<file path="config.mk">
export PLATFORM = sky130hd
export DESIGN_NAME = muldiv_sequencer
export DESIGN_NICKNAME = d
export VERILOG_FILES = /design/src/rtl/muldiv_sequencer.sv
export SDC_FILE = /design/constraint.sdc
export NUM_CORES = 2
export LEC_CHECK = 0
export CORE_MARGIN = 2
export CORE_UTILIZATION = 46
export DETAILED_ROUTE_END_ITERATION = 7
export DONT_BUFFER_PORTS = 1
export HOLD_SLACK_MARGIN = 0.1
export SYNTH_ARGS = -nofsm -noshare
export SYNTH_HDL_FRONTEND = slang
export SYNTH_SLANG_ARGS = --single-unit
</file>
<file path="constraint.sdc">
create_clock -name clk -period 6.9 [get_ports clk]
set_input_delay 2.07 -clock clk [delete_from_list [all_inputs] [get_ports clk]]
set_output_delay 2.07 -clock clk [all_outputs]
set_load 0.02 [all_outputs]
</file>
<file path="src/rtl/muldiv_sequencer.sv">
// Multi-cycle signed multiply / restoring divide engine with pipeline stall control.
// One iteration per cycle over magnitudes; sign fix-up is applied on the last iteration.
module muldiv_sequencer #(
    parameter int WIDTH = 64
) (
    input  logic             clk,
    input  logic             rst,
    input  logic             start,
    input  logic             op,
    input  logic [WIDTH-1:0] a,
    input  logic [WIDTH-1:0] b,
    output logic             stall,
    output logic             busy,
    output logic             done,
    output logic [WIDTH-1:0] result_lo,
    output logic [WIDTH-1:0] result_hi,
    output logic             div_by_zero
);

    localparam int CW = $clog2(WIDTH + 1);

    typedef enum logic [1:0] {
        S_IDLE,
        S_RUN,
        S_DONE
    } state_t;

    state_t               state_q, state_d;
    logic                 op_q, op_d;
    logic                 neg_q, neg_d;
    logic                 rem_neg_q, rem_neg_d;
    logic [CW-1:0]        cnt_q, cnt_d;
    logic [2*WIDTH-1:0]   acc_q, acc_d;
    logic [WIDTH-1:0]     opb_q, opb_d;
    logic                 busy_q, busy_d;
    logic                 done_q, done_d;
    logic                 dbz_q, dbz_d;
    logic [WIDTH-1:0]     res_lo_q, res_lo_d;
    logic [WIDTH-1:0]     res_hi_q, res_hi_d;

    logic [WIDTH-1:0]     a_mag, b_mag;
    logic [WIDTH:0]       mul_sum;
    logic [2*WIDTH-1:0]   mul_next;
    logic [WIDTH:0]       rem_sh;
    logic [WIDTH-1:0]     quo_sh;
    logic [WIDTH-1:0]     rem_sub;
    logic                 rem_ge;
    logic [2*WIDTH-1:0]   div_next;
    logic [2*WIDTH-1:0]   acc_next;
    logic [2*WIDTH-1:0]   prod;

    assign a_mag = a[WIDTH-1] ? (~a + 1'b1) : a;
    assign b_mag = b[WIDTH-1] ? (~b + 1'b1) : b;

    // Multiply: acc = {partial product, remaining multiplier bits}; carry kept in the shift.
    assign mul_sum  = {1'b0, acc_q[2*WIDTH-1:WIDTH]} + (acc_q[0] ? {1'b0, opb_q} : '0);
    assign mul_next = {mul_sum, acc_q[WIDTH-1:1]};

    // Divide: acc = {remainder, quotient}; remainder widened by one bit for the shift.
    assign rem_sh   = acc_q[2*WIDTH-1:WIDTH-1];
    assign quo_sh   = {acc_q[WIDTH-2:0], 1'b0};
    assign rem_ge   = (rem_sh >= {1'b0, opb_q});
    assign rem_sub  = rem_sh[WIDTH-1:0] - opb_q;
    assign div_next = rem_ge ? {rem_sub, quo_sh[WIDTH-1:1], 1'b1}
                             : {rem_sh[WIDTH-1:0], quo_sh};

    assign acc_next = op_q ? div_next : mul_next;
    assign prod     = neg_q ? (~acc_next + 1'b1) : acc_next;

    always_comb begin
        state_d   = state_q;
        op_d      = op_q;
        neg_d     = neg_q;
        rem_neg_d = rem_neg_q;
        cnt_d     = cnt_q;
        acc_d     = acc_q;
        opb_d     = opb_q;
        busy_d    = 1'b0;
        done_d    = 1'b0;
        dbz_d     = dbz_q;
        res_lo_d  = res_lo_q;
        res_hi_d  = res_hi_q;

        case (state_q)
            S_IDLE: begin
                if (start) begin
                    op_d      = op;
                    neg_d     = a[WIDTH-1] ^ b[WIDTH-1];
                    rem_neg_d = a[WIDTH-1];
                    opb_d     = b_mag;
                    dbz_d     = 1'b0;
                    if (op && (b == '0)) begin
                        state_d  = S_DONE;
                        done_d   = 1'b1;
                        dbz_d    = 1'b1;
                        res_lo_d = '1;
                        res_hi_d = a;
                    end else begin
                        state_d = S_RUN;
                        busy_d  = 1'b1;
                        cnt_d   = CW'(WIDTH);
                        acc_d   = {{WIDTH{1'b0}}, a_mag};
                    end
                end
            end
            S_RUN: begin
                acc_d = acc_next;
                cnt_d = cnt_q - CW'(1);
                if (cnt_q == CW'(1)) begin
                    state_d = S_DONE;
                    done_d  = 1'b1;
                    if (op_q) begin
                        res_lo_d = neg_q ? (~acc_next[WIDTH-1:0] + 1'b1) : acc_next[WIDTH-1:0];
                        res_hi_d = rem_neg_q ? (~acc_next[2*WIDTH-1:WIDTH] + 1'b1)
                                             : acc_next[2*WIDTH-1:WIDTH];
                    end else begin
                        res_lo_d = prod[WIDTH-1:0];
                        res_hi_d = prod[2*WIDTH-1:WIDTH];
                    end
                end else begin
                    busy_d = 1'b1;
                end
            end
            S_DONE: begin
                state_d = S_IDLE;
            end
            default: begin
                state_d = S_IDLE;
            end
        endcase
    end

    always_ff @(posedge clk) begin
        if (rst) begin
            state_q   <= S_IDLE;
            op_q      <= 1'b0;
            neg_q     <= 1'b0;
            rem_neg_q <= 1'b0;
            cnt_q     <= '0;
            acc_q     <= '0;
            opb_q     <= '0;
            busy_q    <= 1'b0;
            done_q    <= 1'b0;
            dbz_q     <= 1'b0;
            res_lo_q  <= '0;
            res_hi_q  <= '0;
        end else begin
            state_q   <= state_d;
            op_q      <= op_d;
            neg_q     <= neg_d;
            rem_neg_q <= rem_neg_d;
            cnt_q     <= cnt_d;
            acc_q     <= acc_d;
            opb_q     <= opb_d;
            busy_q    <= busy_d;
            done_q    <= done_d;
            dbz_q     <= dbz_d;
            res_lo_q  <= res_lo_d;
            res_hi_q  <= res_hi_d;
        end
    end

    // Combinational from start so the MUL/DIV instruction is held in its first cycle.
    assign stall       = ((state_q == S_IDLE) && start) || busy_q;
    assign busy        = busy_q;
    assign done        = done_q;
    assign div_by_zero = dbz_q;
    assign result_lo   = res_lo_q;
    assign result_hi   = res_hi_q;

endmodule

</file>
==> run_results.csv <==
group,metric,value,unit
worst_setup_path,arrival,7.13,ns
sta,finalCritPeriodShare,95.2,%
worst_setup_path,endpoint,"result_hi[49]$_SDFFE_PP0P_",
yosys,netlist.top_cell.by_area,"dfxtp_1",
layout,multiInputGateArea,23400,um2
floorplanning,die_x,266,um
layout,layout_commonest_cell,"nor2_1",
power_and_ir_drop,seqPwrFrac,29.8,%
worst_setup_path,cp-end-kind,"flip-flop",
sta,tns,0,ns
power_and_ir_drop,p_int,4.38,mW
global_route,grt_overflow,0,
drt,vias_per_cell,6.58,
sta,setup_viol,0,
yosys,ys_async_sr_fraction,0,%
cts,clkLatencyLatePin,0.62,ns
global_route,grt_usage,38.5,%
yosys,ys_warn_count,0,
yosys,synth_nets,4692,
global_route,grt_pass1_vias,31264,
floorplanning,die_h,266,um
drt,drt_iter0_drc,3941,
worst_setup_path,cp_num_cells,18,
worst_setup_path,setup.worst_path.start,"opb_q[61]$_SDFFE_PP0P_",
yosys,netlist_area,31700,um2
cts,holdBufCountCts,0,
yosys,ys_top_cells_by_area,"dfxtp_1, nor2_1, a21oi_1",
cts,clock_sinks,335,
power_and_ir_drop,clkPwrFrac,33.3,%
yosys,synth_ff_type,"dfxtp_1",
drt,wl,142000,um
floorplanning,num_rows,96,
drt,vias,34369,
worst_setup_path,crit_path_top_delay_cell,"a211oi_1",
cts,numCtsBuffers,43,
layout,final_cell_mix,"nor2_1, nand2_1, a21oi_1",
worst_setup_path,worstRegToRegCells,18,
layout,syn_to_final_growth,8.20,%
worst_setup_path,rr_endpoint,"result_hi[49]$_SDFFE_PP0P_",
worst_setup_path,start_kind,"flip-flop",
sta,rsz0062_at_grt,"no",
power_and_ir_drop,power.switching,3.00,mW
drt,drt-pass1-iter-count,8,
sta,period_minus_slack,6.57,ns
yosys,synth_edf_count,0,
cts,cts_root_buf,"clkbuf_16",
cts,htreeDepth,2,
layout,drive_gt1_share,8.39,%
yosys,yosysSeqAreaShare,21.2,%
cts,ctsResizeCount,0,
sta,hold_slack,0.478,ns
worst_setup_path,critPathMaxStageDelay,0.90,ns
drt,ant_nets,0,
global_route,grt_max_degree,280,
worst_setup_path,crit_chain,"inv_1 -> ha_1 -> nand4b_1 -> nor4_2 -> and2_1 -> a41oi_1 -> o211ai_2 -> buf_4 -> nor3_1 -> a211oi_1 -> nand3_2 -> nor4_1 -> and3_1 -> nand3_1 -> and3_1 -> nor4_1 -> buf_4 -> a31o_1",
yosys,synth-seq-cells,335,
run,drv_cap,0,
global_route,antenna_found_initial,1,
yosys,syn_area_per_cell,7.16,um2
worst_setup_path,reg2reg_from,"opb_q[61]$_SDFFE_PP0P_",
sta,max_freq,152,MHz
worst_setup_path,crit_family,"simple AND/OR/NAND/NOR gates",
sta,fin_worst_skew,0.0246,ns
sta,worst_pin_slew,1.37,ns
placement,hpwl,111000,um
layout,fillers,6982,
worst_setup_path,required,7.46,ns
power_and_ir_drop,sw_frac_of_total,40.6,%
sta,hold_viol,0,
placement,dp_slack,0.265,ns
drt,wl_per_cell,27.2,um
power_and_ir_drop,vdd_drop_max,173,uV
yosys,synth_cell_types,120,
placement,io_buffers,0,
cts,clockBufferDepth,3,
placement,place.gp.congestion,1.06,
sta,slew_viol_final,0,
hold_path,hp-class,"reg -> reg",
cts,cts_tree,"yes",
yosys,synth_top_area_share,21.2,%
worst_setup_path,cp_max_fo,8,
hold_path,worstHoldStart,"opb_q[42]$_SDFFE_PP0P_",
worst_setup_path,cp_num_buf_inv,3,
power_and_ir_drop,powerDensity,215,nW/um2
worst_setup_path,crit_type,"reg -> reg",
layout,final_nets,4572,
cts,clkTransAtPathRegs,0.06,ns
global_route,grt_pass1_wl,207000,um
floorplanning,initial_core_util,46.3,%
yosys,synthCells,4424,
power_and_ir_drop,power_leakage,13.2,nW
floorplanning,core-area,68300,um2
power_and_ir_drop,pwr-share-comb,36.9,%
drt,drc,2,
floorplanning,die_area,71000,um2
status,status,"complete, but fails checks",
cts,post-cts-setup-buffers,0,
status,violations,"design-rule violations",
sta,slew_headroom,7.84,%
floorplanning,ios,264,
worst_setup_path,rrSetupSlack,0.33,ns
sta,final.setup.worst_slack,0.330,ns
layout,seqCellArea,6710,um2
## how the worst min path moves through the flow
| stage | end | slack (ns) | cells after the start |
|---|---|---|---|
| 2_1_floorplan | opb_q[42]$_SDFFE_PP0P_ | 0.44 | 2 |
| 3_3_place_gp | opb_q[42]$_SDFFE_PP0P_ | 0.45 | 2 |
| 3_5_place_dp | opb_q[42]$_SDFFE_PP0P_ | 0.46 | 2 |
| 4_1_cts | opb_q[42]$_SDFFE_PP0P_ | 0.47 | 2 |
| 5_1_grt | opb_q[42]$_SDFFE_PP0P_ | 0.49 | 2 |
| 6_report | opb_q[42]$_SDFFE_PP0P_ | 0.48 | 2 |
## logic make-up after synthesis
kind of cell	after synthesis	synth area share, %
compound gates	1437	30.5
fa+ha+maj	136	5.42
mux	93	3.07
simple gates	1715	26.3
xor+xnor	301	8.32
buf+inv	407	5.18
flops	335	21.2
## synth_stat cells, drive strengths merged (15+ instances only)
cell type and number:
clkbuf 221, mux2i 60, xor2 185, xnor2 116, o221ai 17, nand3b 16
o21a 37, nand3 112, mux2 33, or2 20, inv 104, nor4 55
and3 36, or4 29, or3 49, nor2 509, and4 18, a31oi 86
o22ai 18, a311oi 29, nor3 125, o41ai 36, o31ai 72, nand4 95
o21ai 312, ha 134, dfxtp 335, and2 80, nand2b 40, a21o 65
a21boi 21, nand2 471, a211oi 145, buf 80, o211a 15, o211ai 59
a21oi 372, nor2b 26
## power groups by stage
stage	Sequential (mW)	Combinational, mW	Clock, mW
detailed placement	2.24	2.64	0
finish	2.20	2.72	2.46
CTS	2.20	2.65	2.47
global placement	2.24	2.65	0
floorplan	2.17	1.81	0
global route	2.21	2.90	2.55
## metal layers
layer | vias up | routed length (um) | GRT usage (%)
met4 | 2 | 9160 | 21.5
met3 | 329 | 13300 | 8.38
met2 | 1660 | 62500 | 60.9
met5 | - | 8 | 0
li1 | 16143 | - | -
met1 | 16235 | 57100 | 48.6
## worst min-delay path: stages (launching register included)
cell	delay, ns
dfxtp_1	0.31
nand2_1	0.06
a21oi_1	0.05
## sequential cells by signal, summed over array words and instances (netlist names), 2 cells and up
name	flops
acc_q	128
opb_q	64
result_hi	64
result_lo	64
cnt_q	7
state_q	2
## cell type report
cell class / instances / share of cell area [%]
Tap cell: 882 / 3.22
Sequential cell: 335 / 19.6
Multi-Input combinational cell: 3682 / 68.3
Antenna cell: 1 / 0.00730
Clock inverter: 23 / 0.832
Clock buffer: 57 / 3.53
Inverter: 106 / 1.16
Timing Repair Buffer: 136 / 3.42
## metrics by stage
stage,instance area [um2],utilization [%],std cells,power (mW)
final,34300,50.1,5222,7.38
after global routing,34300,50.1,5221,7.67
after detailed placement,32800,47.9,5141,4.87
after global placement,32800,47.9,5141,4.88
after floorplan,31700,-,4424,3.99
after CTS,34300,50.1,5221,7.31
Note: power is estimated with default switching activity, not from simulation.
